==> config.mk <==
export PLATFORM = sky130hd
export DESIGN_NAME = mtimer
export DESIGN_NICKNAME = d
export VERILOG_FILES = /design/src/rtl/mtimer_pkg.sv /design/src/rtl/mtimer_prescaler.sv /design/src/rtl/mtimer.sv
export SDC_FILE = /design/constraint.sdc
export NUM_CORES = 1
export LEC_CHECK = 0
export BUFFER_PORTS_ARGS = -buffer_cell sky130_fd_sc_hd__buf_2
export CELL_PAD_IN_SITES_DETAIL_PLACEMENT = 1
export CELL_PAD_IN_SITES_GLOBAL_PLACEMENT = 2
export CORE_ASPECT_RATIO = 1.5
export CORE_MARGIN = 10
export CORE_UTILIZATION = 39
export CTS_CLUSTER_SIZE = 8
export DETAILED_ROUTE_END_ITERATION = 16
export HOLD_SLACK_MARGIN = 0.06
export PLACE_DENSITY = 0.81
export SKIP_CTS_REPAIR_TIMING = 1
export SLEW_MARGIN = 20
export SYNTH_ARGS = -nofsm -noshare
export SYNTH_HDL_FRONTEND = slang
export SYNTH_SLANG_ARGS = --single-unit
==> constraint.sdc <==
create_clock -name clk -period 2.8 [get_ports clk]
set_input_delay 0.14 -clock clk [delete_from_list [all_inputs] [get_ports clk]]
set_output_delay 0.14 -clock clk [all_outputs]
set_load 0.02 [all_outputs]
==> src/rtl/mtimer_pkg.sv <==
// Shared register map and helpers for the 64-bit machine timer.
// Offsets are word indices, i.e. addr[7:2].
package mtimer_pkg;

  localparam int N_CMP_MAX = 8;

  localparam logic [5:0] OFF_MTIME_LO = 6'h00;
  localparam logic [5:0] OFF_MTIME_HI = 6'h01;
  localparam logic [5:0] OFF_CTRL     = 6'h02;
  localparam logic [5:0] OFF_PRESCALE = 6'h03;
  localparam logic [5:0] OFF_IRQ_EN   = 6'h04;
  localparam logic [5:0] OFF_IRQ_RAW  = 6'h05;

  localparam int CMP_BASE   = 8;
  localparam int CMP_STRIDE = 2;

  localparam int CTRL_EN = 0;

  function automatic logic [5:0] cmp_idx(input int ch, input logic hi);
    return 6'(CMP_BASE + CMP_STRIDE * ch + (hi ? 1 : 0));
  endfunction

  function automatic logic [31:0] byte_merge(input logic [31:0] old_v,
                                             input logic [31:0] new_v,
                                             input logic [3:0]  strb);
    logic [31:0] r;
    r = old_v;
    for (int b = 0; b < 4; b++) begin
      if (strb[b]) r[8*b +: 8] = new_v[8*b +: 8];
    end
    return r;
  endfunction

endpackage

==> src/rtl/mtimer_prescaler.sv <==
// Prescaler for the machine timer: emits one tick every PRESCALE+1 enabled cycles.
// The counter is not re-ranged on a reload, so a smaller reload lets it run to wrap.
module mtimer_prescaler #(
  parameter int PRESCALE_W = 16
) (
  input  logic                  clk,
  input  logic                  resetn,
  input  logic                  i_en,
  input  logic [PRESCALE_W-1:0] i_prescale,
  input  logic                  i_clear,
  output logic                  o_tick
);

  logic [PRESCALE_W-1:0] r_pre_cnt;

  assign o_tick = i_en && (r_pre_cnt == i_prescale);

  always_ff @(posedge clk) begin
    if (!resetn) begin
      r_pre_cnt <= '0;
    end else if (i_clear) begin
      r_pre_cnt <= '0;
    end else if (o_tick) begin
      r_pre_cnt <= '0;
    end else if (i_en) begin
      r_pre_cnt <= r_pre_cnt + 1'b1;
    end
  end

endmodule

==> src/rtl/mtimer.sv <==
// 64-bit machine timer on the valid/ready MMIO bus: prescaled free-running count,
// N_CMP compare channels with level irqs, and a high-word snapshot for coherent reads.
module mtimer
  import mtimer_pkg::*;
#(
  parameter int N_CMP      = 2,
  parameter int PRESCALE_W = 16
) (
  input  logic             clk,
  input  logic             resetn,
  input  logic             i_valid,
  output logic             o_ready,
  input  logic [31:0]      i_addr,
  output logic [31:0]      o_rdata,
  input  logic [31:0]      i_wdata,
  input  logic [3:0]       i_wstrb,
  output logic [N_CMP-1:0] o_irq
);

  logic [63:0]           r_mtime;
  logic [31:0]           r_snap_hi;
  logic                  r_en;
  logic [PRESCALE_W-1:0] r_prescale;
  logic [N_CMP-1:0]      r_irq_en;
  logic [N_CMP-1:0]      r_irq;
  logic [63:0]           r_cmp [N_CMP];
  logic                  r_ready;
  logic [31:0]           r_rdata;

  logic [5:0]       w_idx;
  logic             w_capture;
  logic             w_wr;
  logic             w_rd_cap;
  logic             w_wr_mtime_lo;
  logic             w_wr_mtime_hi;
  logic             w_mtime_clear;
  logic             w_tick;
  logic [N_CMP-1:0] w_raw;
  logic [31:0]      w_rd_val;
  logic             w_unused_addr;

  assign w_idx         = i_addr[7:2];
  assign w_unused_addr = ^{i_addr[31:8], i_addr[1:0]};

  // Response is captured on the first valid cycle, the access commits one cycle later.
  assign w_capture     = i_valid && !r_ready;
  assign w_wr          = i_valid && r_ready && (|i_wstrb);
  assign w_rd_cap      = w_capture && (i_wstrb == 4'b0000);
  assign w_wr_mtime_lo = w_wr && (w_idx == OFF_MTIME_LO);
  assign w_wr_mtime_hi = w_wr && (w_idx == OFF_MTIME_HI);
  assign w_mtime_clear = w_wr_mtime_lo || w_wr_mtime_hi;

  mtimer_prescaler #(
    .PRESCALE_W (PRESCALE_W)
  ) u_prescaler (
    .clk        (clk),
    .resetn     (resetn),
    .i_en       (r_en),
    .i_prescale (r_prescale),
    .i_clear    (w_mtime_clear),
    .o_tick     (w_tick)
  );

  for (genvar gi = 0; gi < N_CMP; gi++) begin : g_cmp
    assign w_raw[gi] = (r_mtime >= r_cmp[gi]);
  end

  always_comb begin
    w_rd_val = '0;
    case (w_idx)
      OFF_MTIME_LO: w_rd_val = r_mtime[31:0];
      OFF_MTIME_HI: w_rd_val = r_snap_hi;
      OFF_CTRL:     w_rd_val = 32'(r_en);
      OFF_PRESCALE: w_rd_val = 32'(r_prescale);
      OFF_IRQ_EN:   w_rd_val = 32'(r_irq_en);
      OFF_IRQ_RAW:  w_rd_val = 32'(w_raw);
      default: begin
        for (int i = 0; i < N_CMP; i++) begin
          if (w_idx == cmp_idx(i, 1'b0)) w_rd_val = r_cmp[i][31:0];
          if (w_idx == cmp_idx(i, 1'b1)) w_rd_val = r_cmp[i][63:32];
        end
      end
    endcase
  end

  always_ff @(posedge clk) begin
    if (!resetn) begin
      r_mtime    <= '0;
      r_snap_hi  <= '0;
      r_en       <= 1'b1;
      r_prescale <= '0;
      r_irq_en   <= '0;
      r_irq      <= '0;
      r_ready    <= 1'b0;
      r_rdata    <= '0;
      for (int i = 0; i < N_CMP; i++) r_cmp[i] <= '1;
    end else begin
      r_ready <= w_capture;
      if (w_capture) r_rdata <= w_rd_cap ? w_rd_val : '0;

      // Snapshot rides with the LO capture so a following HI read matches it.
      if (w_rd_cap && (w_idx == OFF_MTIME_LO)) r_snap_hi <= r_mtime[63:32];

      // A software write wins over the tick; the untouched half holds its old value.
      if (w_mtime_clear) begin
        if (w_wr_mtime_lo) r_mtime[31:0]  <= byte_merge(r_mtime[31:0], i_wdata, i_wstrb);
        if (w_wr_mtime_hi) r_mtime[63:32] <= byte_merge(r_mtime[63:32], i_wdata, i_wstrb);
      end else if (w_tick) begin
        r_mtime <= r_mtime + 64'd1;
      end

      if (w_wr) begin
        case (w_idx)
          OFF_CTRL:     if (i_wstrb[0]) r_en <= i_wdata[CTRL_EN];
          OFF_PRESCALE: r_prescale <= PRESCALE_W'(byte_merge(32'(r_prescale), i_wdata, i_wstrb));
          OFF_IRQ_EN:   r_irq_en   <= N_CMP'(byte_merge(32'(r_irq_en), i_wdata, i_wstrb));
          default: begin
            for (int i = 0; i < N_CMP; i++) begin
              if (w_idx == cmp_idx(i, 1'b0))
                r_cmp[i][31:0]  <= byte_merge(r_cmp[i][31:0], i_wdata, i_wstrb);
              if (w_idx == cmp_idx(i, 1'b1))
                r_cmp[i][63:32] <= byte_merge(r_cmp[i][63:32], i_wdata, i_wstrb);
            end
          end
        endcase
      end

      r_irq <= w_raw & r_irq_en;
    end
  end

  assign o_ready = r_ready;
  assign o_rdata = r_rdata;
  assign o_irq   = r_irq;

endmodule

# Word level (Yosys, flattened, before mapping)
# Memory sizes are Yosys's and may differ from the RTL's.
# Index checks and enable logic that the tools add are counted.
[totals] mem_bits_rw=128 word_cells=191 input_bits=71 mem_count=1 output_inout_bits=35 register_bits=166
[classes] bitwise=6 eq_ne=16 reduce_logical=28 n_lt_le_gt_ge=2 addsub=2 n_mux=119
[mem_list] memory="r_cmp" depth=2 word_bits=64 rd=2 rd_ports_with_merged_regs=0 wr=2 line="mtimer.sv:26" rtl="logic [63:0] r_cmp [N_CMP];"
[ops] operator="$mux W8" count=84
[ops] operator="$mux W32" count=11
[ops] operator="$pmux W32 S6" count=1
[ops] operator="$ge A64 B64 Y1" count=2
[ops] operator="$mux W64" count=2
[ops] operator="$add A64 B1 Y64 const B" count=1
[ops] operator="$reduce_and A3 Y1" count=12
[ops] operator="$eq A6 B4 Y1 const B" count=4
[ops] operator="$mux W1" count=21
[ops] operator="$add A16 B1 Y16 const B" count=1
[ops] operator="$eq A16 B16 Y1" count=1
[ops] operator="$eq A6 B2 Y1 const B" count=2
[ops] operator="$eq A6 B3 Y1 const B" count=2
[ops] operator="$ne A2 B2 Y1 const B" count=6
[ops] operator="$logic_and A1 B1 Y1" count=8
[ops] operator="$eq A6 B1 Y1 const B" count=1
[ops] operator="$logic_not A6 Y1" count=1
[ops] operator="$reduce_or A3 Y1" count=2
[ops] operator="$logic_not A4 Y1" count=1
[ops] operator="$or A1 B1 Y1" count=4
[ops] operator="$reduce_or A4 Y1" count=1
[ops] operator="$and A2 B2 Y2" count=1
[ops] operator="$reduce_bool A2 Y1" count=1
[ops] operator="$logic_not A1 Y1" count=1
[ops] operator="other kinds (2)" count=2

# Logic depth before layout (Yosys ltp)
[logic_depth] word_depth=7 ltp_mapped=11 ltp_nobuf=10

# Hierarchy
# A second synthesis with hierarchy kept.
[unflattened] cells_unflattened=1902 area_unflattened_um2=17017.6
[modules_own_cells] module="mtimer" cells_per_inst=1802 seq_area_each_um2=6846.6 instances=1 area_each_um2=16141.7
[modules_own_cells] module="mtimer_prescaler" cells_per_inst=100 seq_area_each_um2=320.3 instances=1 area_each_um2=875.8

# Worst setup path after synthesis
# Ideal clock, no wire load.
[synth_path] path_kind="reg-to-reg" start="register r_mtime[12]" end="register r_mtime[52]" arrival_ps=2266 required_time_ps=2683 slack_ps=417 path_buffers=0 path_stages_with_launch=9 setup_time_ps=117 period_less_slack_ps=2383 path_cell_list="dfxtp_1 > and4_4 > nand4_4 > nor4_1 > nand2b_2 > nor3_2 > a31oi_1 > a21o_1 > a22o_1"
[synth_between] elab_chain_len=3
[synth_rtl] element="from (decl)" line="mtimer.sv:20" rtl="logic [63:0] r_mtime;"
[synth_rtl] element="from (signal assigned)" line="mtimer.sv:106" rtl="if (w_wr_mtime_lo) r_mtime[31:0] <= byte_merge(r_mtime[31:0], i_wdata, i_wstrb);"
[synth_rtl] element="from (signal assigned)" line="mtimer.sv:109" rtl="r_mtime <= r_mtime + 64'd1;"
[synth_rtl] element="$add A64 B1 Y64" line="mtimer.sv:109"
[synth_rtl] element="$mux W64" line="mtimer.sv:108" rtl="end else if (w_tick) begin"
[synth_rtl] element="$mux W64" line="mtimer.sv:105" rtl="if (w_mtime_clear) begin"
# Every way passes these cells. The select of a mux whose other input is x is not followed.
# A chain may end at the register's enable or synchronous reset.

# Final worst setup path
[layout_path] start="register r_mtime[30]" end="register r_rdata[1] (netlist: o_rdata[1])"
[layout_between] elab_chain_len=3
[layout_rtl] element="$ge A64 B64 Y1" line="mtimer.sv:65" rtl="assign w_raw[gi] = (r_mtime >= r_cmp[gi]);"
[layout_rtl] element="$pmux W32 S6" line="mtimer.sv:70" rtl="case (w_idx)"
[layout_rtl] element="$mux W32" line="mtimer.sv:99" rtl="if (w_capture) r_rdata <= w_rd_cap ? w_rd_val : '0;"
[layout_rtl] element="to (signal assigned)" line="mtimer.sv:99"
[layout_rtl] element="to (decl)" line="mtimer.sv:28" rtl="logic [31:0] r_rdata;"
# Every way passes these cells.

==> out/results.txt <==
relative slew slack - 25.44%
ys flop type - dfxtp_1
Critical Path End Type - register
multi-input logic area - 9178 µm²
worst setup path class - reg2reg
Final WS setup - 0.04860 ns
root buf cell - clkbuf_16
Post-Syn Nets - 2,115
DRC - 0
initial core utilization - 39.25%
Fillers - 5,124
total grt overflow - 0
Leakage - 8.945 nW
Hold/Removal Path Class - in2reg
IO Port Bufs - 79
via count - 15.68k
TritonCTS Buffers - 42
setup violators final - 0
max cap viols - 0
die area - 53,000 µm²
WL final - 66.17 mm
Cell Pwr Density - 481.5 nW/µm²
Avg Inst Size Synth - 8.972 µm²
CTS Sinks - 294
EDFF count, synth - 128
YS warnings - 0
status - complete, no violations
Slew @ Worst Pin - 1.112 ns
critical path, cell by cell - ha_1, nand4_1, or3_1, nor3_1, a2111oi_2, buf_4, nor2b_1, o41ai_2, nand3_1, a41o_1
vias in the first global route - 16.79k
clock slew at reported path FFs - 0.06 ns
Async S/R FF share, synth - 0%
crit path DAT - 3.24 ns
nets@finish - 2,316
largest net degree at the start of global routing - 121
worst path bufs/invs - 1
CTS tree - built
overall routing resource usage - 24.42%
final antenna-violating net count - 0
# diodes - 0
f_max - 0.3635 GHz
worst skew pair latency - 0.54 ns
slowest cell delay on critical path - 0.48 ns
Layout area overhead - 20.23%
fraction of layout cells with a size suffix above 1 - 17.53%
Sum Neg Setup Slack - 0 ns
initial antenna violation count - 2
first drt pass iteration count - 5
slowest library cell on the worst path - or3_1
Core ar. - 43,750 µm²
Final Hold Fails - 0
FF+latch area - 7171 µm²
CP delay by family, top - simple AND/OR/NAND/NOR gates
htree depth - 2
global-route wire length before repair - 99.79 mm
die height - 277 µm
Syn Inst Count - 1,914
RSZ-0062 raised after global routing - false
Max IR drop VDD - 0.0004610 V
max-slew violations - 0
Initial DRC Count - 1,045
gpl congestion - 0.8953
Seq/Total Area, Yosys - 41.73%
I/O pin count - 106
Syn Std Cell Area - 17,170 µm²
HPWL Detailed - 50.10 mm
Core Rows - 94
synthesized flop and latch total - 294
Tmin final - 2.751 ns
fin util - 47.19%
clock buffer depth - 3
critical path startpoint category - register
synth unique cells - 77
period utilization - 98.26%
Layout Skew - 0.01473 ns
worst path required time - 3.29 ns
Wirelength per Cell - 24.32 µm
die span in x - 191.3 µm
dpl ws - -0.1203 ns
vias per cell - 5.763
CP max FO - 4
==> stage by stage <==
stage	area, µm²	cells	hold slack, ns	total power [mW]
finish	20650	2721	0.1260	9.941
global route	20650	2721	0.1147	10.25
CTS	20270	2688	-0.08547	9.996
detailed placement	19030	2614	0.4476	5.086
global placement	19030	2614	0.4387	5.076
floorplan	17170	1914	0.2685	4.828
==> report_power, final <==
part | switching (mW) | internal (mW) | total (mW)
Clock | 1.95 | 2.95 | 4.90
Sequential | 0.0174 | 4.49 | 4.50
Combinational | 0.364 | 0.172 | 0.537
Total | 2.33 | 7.61 | 9.94
==> cells in the mapped netlist (34+ instances only) <==
cell | count | area share, %
a21oi_1 | 189 | 5.5
a22oi_1 | 50 | 2.2
clkbuf_1 | 74 | 1.6
dfxtp_1 | 166 | 19
edfxtp_1 | 128 | 22
ha_1 | 130 | 9.5
inv_1 | 133 | 2.9
nand2_1 | 275 | 6.0
nand3_1 | 46 | 1.3
nand4_1 | 35 | 1.3
nor2_1 | 177 | 3.9
o21ai_0 | 95 | 2.8
or3_1 | 34 | 1.2
==> cell usage in the layout, fill, tap and decap left out, types with 17 or more instances in the layout <==
cell and instances:
dlygate4sd3_1 32, nor2_1 176, nand2_1 275, a31oi_1 17
xor2_1 19, nand4_1 35, clkbuf_1 29, buf_4 142
buf_2 78, a21oi_1 188, nor3_1 24, edfxtp_1 128
o21ai_0 95, dfxtp_1 163, or3_1 34, a21o_1 21
mux4_2 33, ha_1 130, clkbuf_16 45, nand3_1 44
and3_1 20, mux2i_1 22, inv_1 133, a22oi_1 50
==> state kept, by name, indices dropped and copies added (netlist names) <==
| signal | cells |
|---|---|
| r_irq_en | 2 |
| r_prescale | 16 |
| u_prescaler.r_pre_cnt | 16 |
| o_ready | 1 |
| r_cmp | 128 |
| r_snap_hi | 32 |
| r_mtime | 64 |
| r_en | 1 |
| o_rdata | 32 |
| o_irq | 2 |
==> cells by family after synthesis <==
family                     Yosys count  synth area share (%)
buffers and inverters              233                 5.231
and+or+nand+nor                    698                 19.21
DFF                                294                 41.73
xor gates and xnor gates            31                 1.581
adders and majority gates          130                 9.472
muxes                               70                 6.594
AOI/OAI and AO/OA                  458                 16.18
==> worst min-delay path, delay by kind of cell <==
family,cells,cell delay [ns]
AND/OR/NAND/NOR,1,0.10
buffers and inverters,2,0.38
==> area by class of cell <==
class,instances,share of cell area [%]
Multi-Input combinational cell,1388,44.45
Sequential cell,294,34.73
Timing Repair Buffer,255,8.896
Clock buffer,74,5.981
Tap cell,576,3.491
Inverter,134,2.448
==> path summary, 6_finish.rpt <==
path              slack [ns]           from       endpoint  cells past startpoint
setup / recovery        0.05    r_mtime[30]     o_rdata[1]                     10
hold / removal          0.13         resetn           r_en                      3
setup reg to reg        0.05    r_mtime[30]     o_rdata[1]                     10
hold reg to reg         0.45  r_snap_hi[16]  r_snap_hi[16]                      2
==> layer usage <==
metal  routed length, µm  track usage (%)  vias to the layer above
met5                  27                0                        -
met4                3075            11.17                        4
met3                2973            2.886                      150
met2               34860            44.86                      451
met1               25230            27.19                     7793
li1                    -                -                     7283
(Power assumes the default switching activity.)
